==> src/rtl/rx_sync_monitor_pkg.sv <==
// Shared encodings for the receive symbol-lock monitor.
// State codes are visible on the state output, so they are fixed here.
package rx_sync_monitor_pkg;

   typedef enum logic [1:0] {
      LOS   = 2'd0,
      ACQ   = 2'd1,
      SYNC  = 2'd2,
      CHECK = 2'd3
   } sync_state_e;

   localparam logic [7:0] K28_5 = 8'hBC;

   function automatic logic is_comma(
      input logic [7:0] d,
      input logic       k,
      input logic       inv
   );
      return !inv && k && (d == K28_5);
   endfunction

endpackage

==> src/rtl/rx_sync_monitor_err_sat_counter.sv <==
// Saturating up-counter with synchronous clear.
// A clear coinciding with an increment leaves the count at one.
module err_sat_counter #(
   parameter int W = 8
) (
   input  logic         clk,
   input  logic         rst,
   input  logic         clr,
   input  logic         inc,
   output logic [W-1:0] count
);

   logic [W-1:0] count_d;
   logic [W-1:0] count_q;

   always_comb begin
      count_d = count_q;
      if (clr) begin
         count_d = inc ? W'(1) : '0;
      end else if (inc && (count_q != '1)) begin
         count_d = count_q + W'(1);
      end
   end

   always_ff @(posedge clk) begin
      if (rst) begin
         count_q <= '0;
      end else begin
         count_q <= count_d;
      end
   end

   assign count = count_q;

endmodule

==> src/rtl/rx_sync_monitor.sv <==
// Symbol-lock FSM over decoded 8b/10b symbols; strips commas and
// forwards in-sync valid symbols with one registered cycle of latency.
module rx_sync_monitor
   import rx_sync_monitor_pkg::*;
#(
   parameter int ACQ_COMMAS = 3,
   parameter int ERR_LIMIT  = 4,
   parameter int GOOD_RUN   = 4,
   parameter int ERRCNT_W   = 8
) (
   input  logic                clk,
   input  logic                rst,
   input  logic                enb,
   input  logic                symValid,
   input  logic [7:0]          dataIn,
   input  logic                kIn,
   input  logic                invalidIn,
   input  logic                errClr,
   output logic                syncOk,
   output logic [1:0]          state,
   output logic                syncLost,
   output logic [7:0]          dataOut,
   output logic                kOut,
   output logic                dataValid,
   output logic [ERRCNT_W-1:0] errTotal
);

   localparam int CW = $clog2(ACQ_COMMAS) + 1;
   localparam int EW = $clog2(ERR_LIMIT) + 1;
   localparam int GW = $clog2(GOOD_RUN) + 1;

   localparam logic [CW-1:0] ACQ_LAST  = CW'(ACQ_COMMAS - 1);
   localparam logic [EW-1:0] ERR_LAST  = EW'(ERR_LIMIT - 1);
   localparam logic [GW-1:0] GOOD_LAST = GW'(GOOD_RUN - 1);

   sync_state_e   state_d, state_q;
   logic [CW-1:0] comma_cnt_d, comma_cnt_q;
   logic [EW-1:0] err_cnt_d, err_cnt_q;
   logic [GW-1:0] good_cnt_d, good_cnt_q;
   logic          sync_lost_d, sync_lost_q;
   logic          data_valid_d, data_valid_q;
   logic [7:0]    data_out_d, data_out_q;
   logic          k_out_d, k_out_q;

   logic accept;
   logic bad;
   logic comma;
   logic in_sync;

   assign accept  = enb && symValid;
   assign bad     = invalidIn;
   assign comma   = is_comma(dataIn, kIn, invalidIn);
   assign in_sync = (state_q == SYNC) || (state_q == CHECK);

   always_comb begin
      state_d      = state_q;
      comma_cnt_d  = comma_cnt_q;
      err_cnt_d    = err_cnt_q;
      good_cnt_d   = good_cnt_q;
      sync_lost_d  = 1'b0;
      data_valid_d = 1'b0;
      data_out_d   = data_out_q;
      k_out_d      = k_out_q;

      if (accept) begin
         if (in_sync && !bad && !comma) begin
            data_valid_d = 1'b1;
            data_out_d   = dataIn;
            k_out_d      = kIn;
         end

         unique case (state_q)
            LOS, ACQ: begin
               // comma_cnt_q is 0 in LOS, so one path covers ACQ_COMMAS=1
               if (bad) begin
                  state_d     = LOS;
                  comma_cnt_d = '0;
               end else if (comma) begin
                  if (comma_cnt_q == ACQ_LAST) begin
                     state_d     = SYNC;
                     comma_cnt_d = '0;
                  end else begin
                     state_d     = ACQ;
                     comma_cnt_d = comma_cnt_q + CW'(1);
                  end
               end
            end
            SYNC: begin
               if (bad) begin
                  state_d    = CHECK;
                  err_cnt_d  = EW'(1);
                  good_cnt_d = '0;
               end
            end
            CHECK: begin
               if (bad) begin
                  good_cnt_d = '0;
                  if (err_cnt_q == ERR_LAST) begin
                     state_d     = LOS;
                     sync_lost_d = 1'b1;
                     err_cnt_d   = '0;
                     comma_cnt_d = '0;
                  end else begin
                     err_cnt_d = err_cnt_q + EW'(1);
                  end
               end else if (good_cnt_q == GOOD_LAST) begin
                  good_cnt_d = '0;
                  err_cnt_d  = err_cnt_q - EW'(1);
                  if (err_cnt_q == EW'(1)) begin
                     state_d = SYNC;
                  end
               end else begin
                  good_cnt_d = good_cnt_q + GW'(1);
               end
            end
            default: state_d = LOS;
         endcase
      end
   end

   always_ff @(posedge clk) begin
      if (rst) begin
         state_q      <= LOS;
         comma_cnt_q  <= '0;
         err_cnt_q    <= '0;
         good_cnt_q   <= '0;
         sync_lost_q  <= 1'b0;
         data_valid_q <= 1'b0;
         data_out_q   <= '0;
         k_out_q      <= 1'b0;
      end else begin
         state_q      <= state_d;
         comma_cnt_q  <= comma_cnt_d;
         err_cnt_q    <= err_cnt_d;
         good_cnt_q   <= good_cnt_d;
         sync_lost_q  <= sync_lost_d;
         data_valid_q <= data_valid_d;
         data_out_q   <= data_out_d;
         k_out_q      <= k_out_d;
      end
   end

   err_sat_counter #(
      .W(ERRCNT_W)
   ) u_err_cnt (
      .clk  (clk),
      .rst  (rst),
      .clr  (enb && errClr),
      .inc  (accept && bad),
      .count(errTotal)
   );

   assign state     = state_q;
   assign syncOk    = (state_q == SYNC) || (state_q == CHECK);
   assign syncLost  = sync_lost_q;
   assign dataValid = data_valid_q;
   assign dataOut   = data_out_q;
   assign kOut      = k_out_q;

endmodule

==> config.mk <==
export PLATFORM = sky130hd
export DESIGN_NAME = rx_sync_monitor
export DESIGN_NICKNAME = d
export VERILOG_FILES = /design/src/rtl/rx_sync_monitor_pkg.sv /design/src/rtl/rx_sync_monitor_err_sat_counter.sv /design/src/rtl/rx_sync_monitor.sv
export SDC_FILE = /design/constraint.sdc
export NUM_CORES = 1
export LEC_CHECK = 0
export CORE_MARGIN = 4
export CORE_UTILIZATION = 50
export DETAILED_ROUTE_END_ITERATION = 12
export GPL_ROUTABILITY_DRIVEN = 0
export PLACE_DENSITY = 0.8
export SETUP_SLACK_MARGIN = 0.4
export SYNTH_ARGS = -nofsm -noshare
export SYNTH_HDL_FRONTEND = slang
export SYNTH_SLANG_ARGS = --single-unit
==> constraint.sdc <==
create_clock -name clk -period 1.8 [get_ports clk]
set_clock_uncertainty 0.15 [all_clocks]
set_input_delay 0.45 -clock clk [delete_from_list [all_inputs] [get_ports clk]]
set_output_delay 0.45 -clock clk [all_outputs]
set_load 0.01 [all_outputs]
# Yosys cells after proc, flatten, opt, wreduce, memory -nomap -nowiden
# Cells that the tools add are included.
[word_totals]
regBits = 30
out_inout_bits = 22
[op_classes]
add_sub_neg = 5
eq_ne = 16
n_mux = 29
bitwise = 3
n_reduce_logical = 23
[ops]
columns = ["op", "count"]
rows = [
  ["$mux 3", 12],
  ["$pmux 3 s2", 3],
  ["$mux 2", 8],
  ["$mux 8", 2],
  ["$ne 3x3->1 const B", 4],
  ["$add 3x1->3 const B", 3],
  ["$eq 3x2->1 const B", 3],
  ["$add 8x1->8 const B", 1],
  ["$eq 8x8->1 const B", 1],
  ["$logic_and 1x1->1", 8],
  ["$ne 8x8->1 const B", 1],
  ["$ne 2x2->1 const B", 3],
  ["$pmux 2 s3", 1],
  ["$reduce_and 6->1", 1],
  ["$reduce_bool 2->1", 3],
  ["$reduce_and 5->1", 1],
  ["$eq 2x2->1 const B", 2],
  ["$reduce_and 4->1", 1],
  ["$reduce_or 2->1", 2],
  ["$reduce_or 4->1", 1],
  ["$eq 3x1->1 const B", 1],
  ["$mux 1", 3],
  ["$not 1->1", 3],
  ["$reduce_and 3->1", 1],
  ["other kinds (6)", 7],
]

# Logic depth before layout (Yosys ltp)
[logic_depth]
ltp_word = 6
mapped_depth = 6
depth_no_buf = 6

# By module
# From an unflattened synthesis, not the netlist that was laid out.
[hier_totals]
hier_cells = 192
area_unflattened_um2 = 1652.8
[modules_own_cells]
columns = ["mod", "instances", "cells_each", "area_per_inst_um2", "seq_area_each_um2"]
rows = [
  ["rx_sync_monitor", 1, 139, 1208.7, 440.4],
  ["err_sat_counter", 1, 53, 444.2, 160.2],
]

# Worst setup path after synthesis
# No wires, ideal clock.
[synth_path]
kind = "flip-flop to flip-flop"
startpoint = "register u_err_cnt.count_q[0], in the netlist u_err_cnt.count[0]"
endpoint = "register u_err_cnt.count_q[0], in the netlist u_err_cnt.count[0]"
setup_ns = 0.135
arrival_ns = 1.409
required_ns = 1.515
path_slack_ns = 0.106
path_stages_with_launch = 6
n_path_buf = 0
path_cell_list = "dfxtp_1 > ha_1 > nand2_1 > or4b_1 > a21oi_1 > a311oi_1"
[synth_via]
elab_chain_len = 3
elab_cells_between_ends = 6
classes_between = "add/sub (1); eq/ne (1); mux (2); reduce/logical (2)"
[synth_lines]
columns = ["item", "line_no", "rtl"]
rows = [
  ["start, declared", "rx_sync_monitor_err_sat_counter.sv:14", "logic [W-1:0] count_q;"],
  ["start signal, assigned", "rx_sync_monitor_err_sat_counter.sv:29", "count_q <= count_d;"],
  ["$add 8x1->8 / $ne 8x8->1 (equally long branches)", "rx_sync_monitor_err_sat_counter.sv:21, rx_sync_monitor_err_sat_counter.sv:20", ""],
  ["$mux 8 / $logic_and 1x1->1 (equally long branches)", "rx_sync_monitor_err_sat_counter.sv:20", "end else if (inc && (count_q != '1)) begin"],
  ["$mux 8 / $reduce_bool 2->1 (equally long branches)", "-", ""],
]
# Several ways; a longest one is shown, not always the timed one. The select of a mux whose other input is x is not followed.
# A chain may end at the register's enable or synchronous reset.

# Worst setup path in the final report
[layout_path]
startpoint = "register state_q[1], in the netlist state[1]"
endpoint = "register data_out_q[3], in the netlist dataOut[3]"
[layout_via]
elab_chain_len = 5
elab_cells_between_ends = 6
classes_between = "eq/ne (2); reduce/logical (4)"
[layout_lines]
columns = ["item", "line_no", "rtl"]
rows = [
  ["start, declared", "rx_sync_monitor.sv:36", "sync_state_e state_d, state_q;"],
  ["start signal, assigned", "rx_sync_monitor.sv:132", "state_q <= state_d;"],
  ["$eq 2x2->1", "rx_sync_monitor.sv:53", "assign in_sync = (state_q == SYNC) || (state_q == CHECK);"],
  ["$logic_or 1x1->1 *", "rx_sync_monitor.sv:53", ""],
  ["$logic_and 1x1->1 * (2 in a row)", "rx_sync_monitor.sv:66", "if (in_sync && !bad && !comma) begin"],
  ["$reduce_and 2->1 (no line) *", "-", ""],
  ["end signal, assigned", "rx_sync_monitor.sv:138", "data_out_q <= data_out_d;"],
  ["end, declared", "rx_sync_monitor.sv:42", "logic [7:0] data_out_d, data_out_q;"],
]
# Every way passes the cells marked *; elsewhere a longest branch is shown, timed or not.

==> flow_summary.toml <==
[logic_synthesis]
netlist_area_um2 = 1635
synth_area_leaders = "dfxtp_1, mux2i_1, nor2_1"
synth_nets = 196
yosys_warnings = 0
ys_ff_latch = 30
synthFlopType = "dfxtp_1"
syn_avg_cell_area_um2 = 9.292
synth_top_area_share = 0.3673
async_reset_ff_frac = 0
synth_seq_area_share = 0.3673
synth_cell_types = 54
synth_edf_count = 0
synth_area_leader_cell = "dfxtp_1"
ys_top_cells_by_count = "dfxtp_1, nor2_1, mux2i_1"
synth_cells = 176
yosysMostFrequentCell = "dfxtp_1"

[min_path]
hp-class = "register to register"
hold_start = "good_cnt_q[2]"
hold_end = "good_cnt_q[2]"
min_path_cells = 1

[sta]
fin_crit_sh = 0.9895
final_max_slew_viol_count = 0
fmax_ghz = 0.5614
rsz0062_at_grt = "yes"
relSlewSlack = 0.6739
post-route-min-period_ns = 1.781
hold_violations = 0
tightest_slew_ns = 0.4881
finalSetupViolCount = 0

[clock_network]
cts.htree.levels = 2
cts_sinks = 30
cts_root_buf = "clkbuf_4"
clockBufferDepth = 2
cts.reportedPaths.clkPinSlew_ns = 0.10
cts_tree = "done"
numCtsBuffers = 5
insertion_delay_ns = 0.36

[floorplan]
die_area_um2 = 4250
core_um2 = 3103
ios = 37
fp.dieH_um = 65.19
die_x_um = 65.19
initial_core_util = 0.5270
rows = 20

[worst_setup_path]
cpPeakStageDelay_ns = 0.40
crit_top_cell = "buf_6"
arrival_ns = 1.86
regToRegSetupSlack_ns = 0.02
path_cells = "buf_6 -> nand4b_1 -> a31oi_4 -> buf_6 -> mux2i_1 -> nor2_1"
crit_family = "flip-flops"
worstPathRequired_ns = 1.88
worst-setup-path-type = "register to register"
end_kind = "register"
r2r_end = "dataOut[3]"
reg2reg_from = "state[1]"
start_kind = "register"
cp_max_fo = 4
crit_buf_inv = 2
cpMaxStageDelayCell = "dfxtp_4"
path_depth = 6
worstRegToRegCells = 6

[detailed_routing]
routed_wl_um = 8533
vias_per_cell = 6.763
vias = 2137
firstDrtPassIters = 6
drc = 0
drt_iter0_drc = 361
ant_nets = 0
wl_per_cell_um = 27.00

[grt]
gr-usage-all-layers = 0.3120
grt_max_degree = 12
grt_pass1_wl_um = 10080
grt_pass1_vias = 1948
antenna_found_initial = 0
grt_overflow_total = 0

[job]
cap_violations = 0

[power]
swShare = 0.2868
power.combinational.fraction = 0.143
p_clk_frac = 0.323
p_seq_frac = 0.534
power_density_nw_per_um2 = 413.4
max-vdd-ir-drop_mv = 0.3422
p_switching_uw = 350.2
p_int_uw = 870.9
p_leak_uw = 0.001192

[placement]
dp_hpwl_um = 3327
dp_cells = 272
portBuffers = 36
placed_area_um2 = 2223

[run_status]
run_status = "finished clean"

[cells_and_area]
drive_gt1_frac = 0.6287
fin_cells = 316
area_delta_synth_final_pct = 80.64
antenna_cells = 0
nNetsFinal = 292
final.fill_count = 76
fin_area_um2 = 2954
per-layer routing:
metal  share of wire  track usage  up-vias  wire length (um)
met5               0            0        -                 0
met4           0.070       0.1736        0               595
met3            0.11      0.06325       83               950
met2            0.46       0.5082      200              3890
met1            0.36       0.3822     1011              3097
li1                -            -      843                 -
placed cells by master (no fill, tap or decap), types with 4 or more instances in the layout:
cell	n
nor2_1	20
dfxtp_1	5
dlygate4sd2_1	8
inv_1	4
a21oi_2	4
buf_6	34
nand2_1	8
ha_4	4
clkbuf_4	5
dfxtp_4	11
dfxtp_2	14
buf_4	50
mux2i_1	12
cell families (layout without fill, tap and decap cells):
group / Yosys count / count (layout) / share of synthesized area
XOR/XNOR: 4 / 4 / 0.02143
buffers and inverters: 16 / 112 / 0.05203
AO/OA/AOI/OAI: 39 / 39 / 0.1959
adder cells (fa/ha/maj): 5 / 5 / 0.03826
multiplexers: 14 / 14 / 0.08569
AND/OR/NAND/NOR: 68 / 68 / 0.2395
flip-flops: 30 / 30 / 0.3673
power by group through the flow:
stage | clock, uW | sequential, uW | combinational, uW
6_report | 395 | 652 | 174
5_1_grt | 411 | 653 | 177
4_1_cts | 393 | 655 | 136
3_5_place_dp | 0 | 684 | 125
3_3_place_gp | 0 | 683 | 119
2_1_floorplan | 0 | 683 | 56.0
worst max path at each step:
stage / startpoint / endpoint
after floorplan: invalidIn / dataOut[2]
after global placement: enb / u_err_cnt.count[1]
after detailed placement: enb / u_err_cnt.count[1]
after CTS: state[1] / comma_cnt_q[0]
after global routing: err_cnt_q[0] / err_cnt_q[2]
final: state[1] / dataOut[3]
stage by stage:
stage	worst slack, ns	total power (uW)	utilization	hold WS, ns	setup TNS [ns]
finish	0.01887	1221	0.9520	0.3550	0
global route	-0.01052	1241	0.9520	0.3848	-0.01052
CTS	0.2043	1184	0.8573	0.3387	0
detailed placement	-0.4998	808.2	0.7165	0.3254	-10.52
global placement	-0.4035	802.3	0.7165	0.3106	-8.842
floorplan	0.1849	739.5	-	0.3038	0
what timing repair did:
action / 4_1_cts / 5_1_grt
cloned: 2 / 0
pin swaps: 28 / 22
hold buffers: 0 / 0
buffers inserted: 21 / 14
gates resized for setup: 195 / 43
endpoints found under the setup margin: 52 / 50
flip-flops by register name, summed over array words and instances (netlist names):
register / flops
dataOut: 8
u_err_cnt.count: 8
comma_cnt_q: 3
err_cnt_q: 3
good_cnt_q: 3
state: 2
dataValid: 1
kOut: 1
syncLost: 1
cell type report:
class | count | area [um^2] | share of cell area
multi-input cells | 130 | 1280 | 0.4333
repair buffers | 98 | 885.9 | 0.2999
flip-flops and latches | 30 | 659.4 | 0.2232
well taps | 44 | 55.05 | 0.01864
clock buffers | 7 | 45.04 | 0.01525
inverters | 7 | 28.78 | 0.009742
No activity file was read; power rests on OpenSTA's default activity.
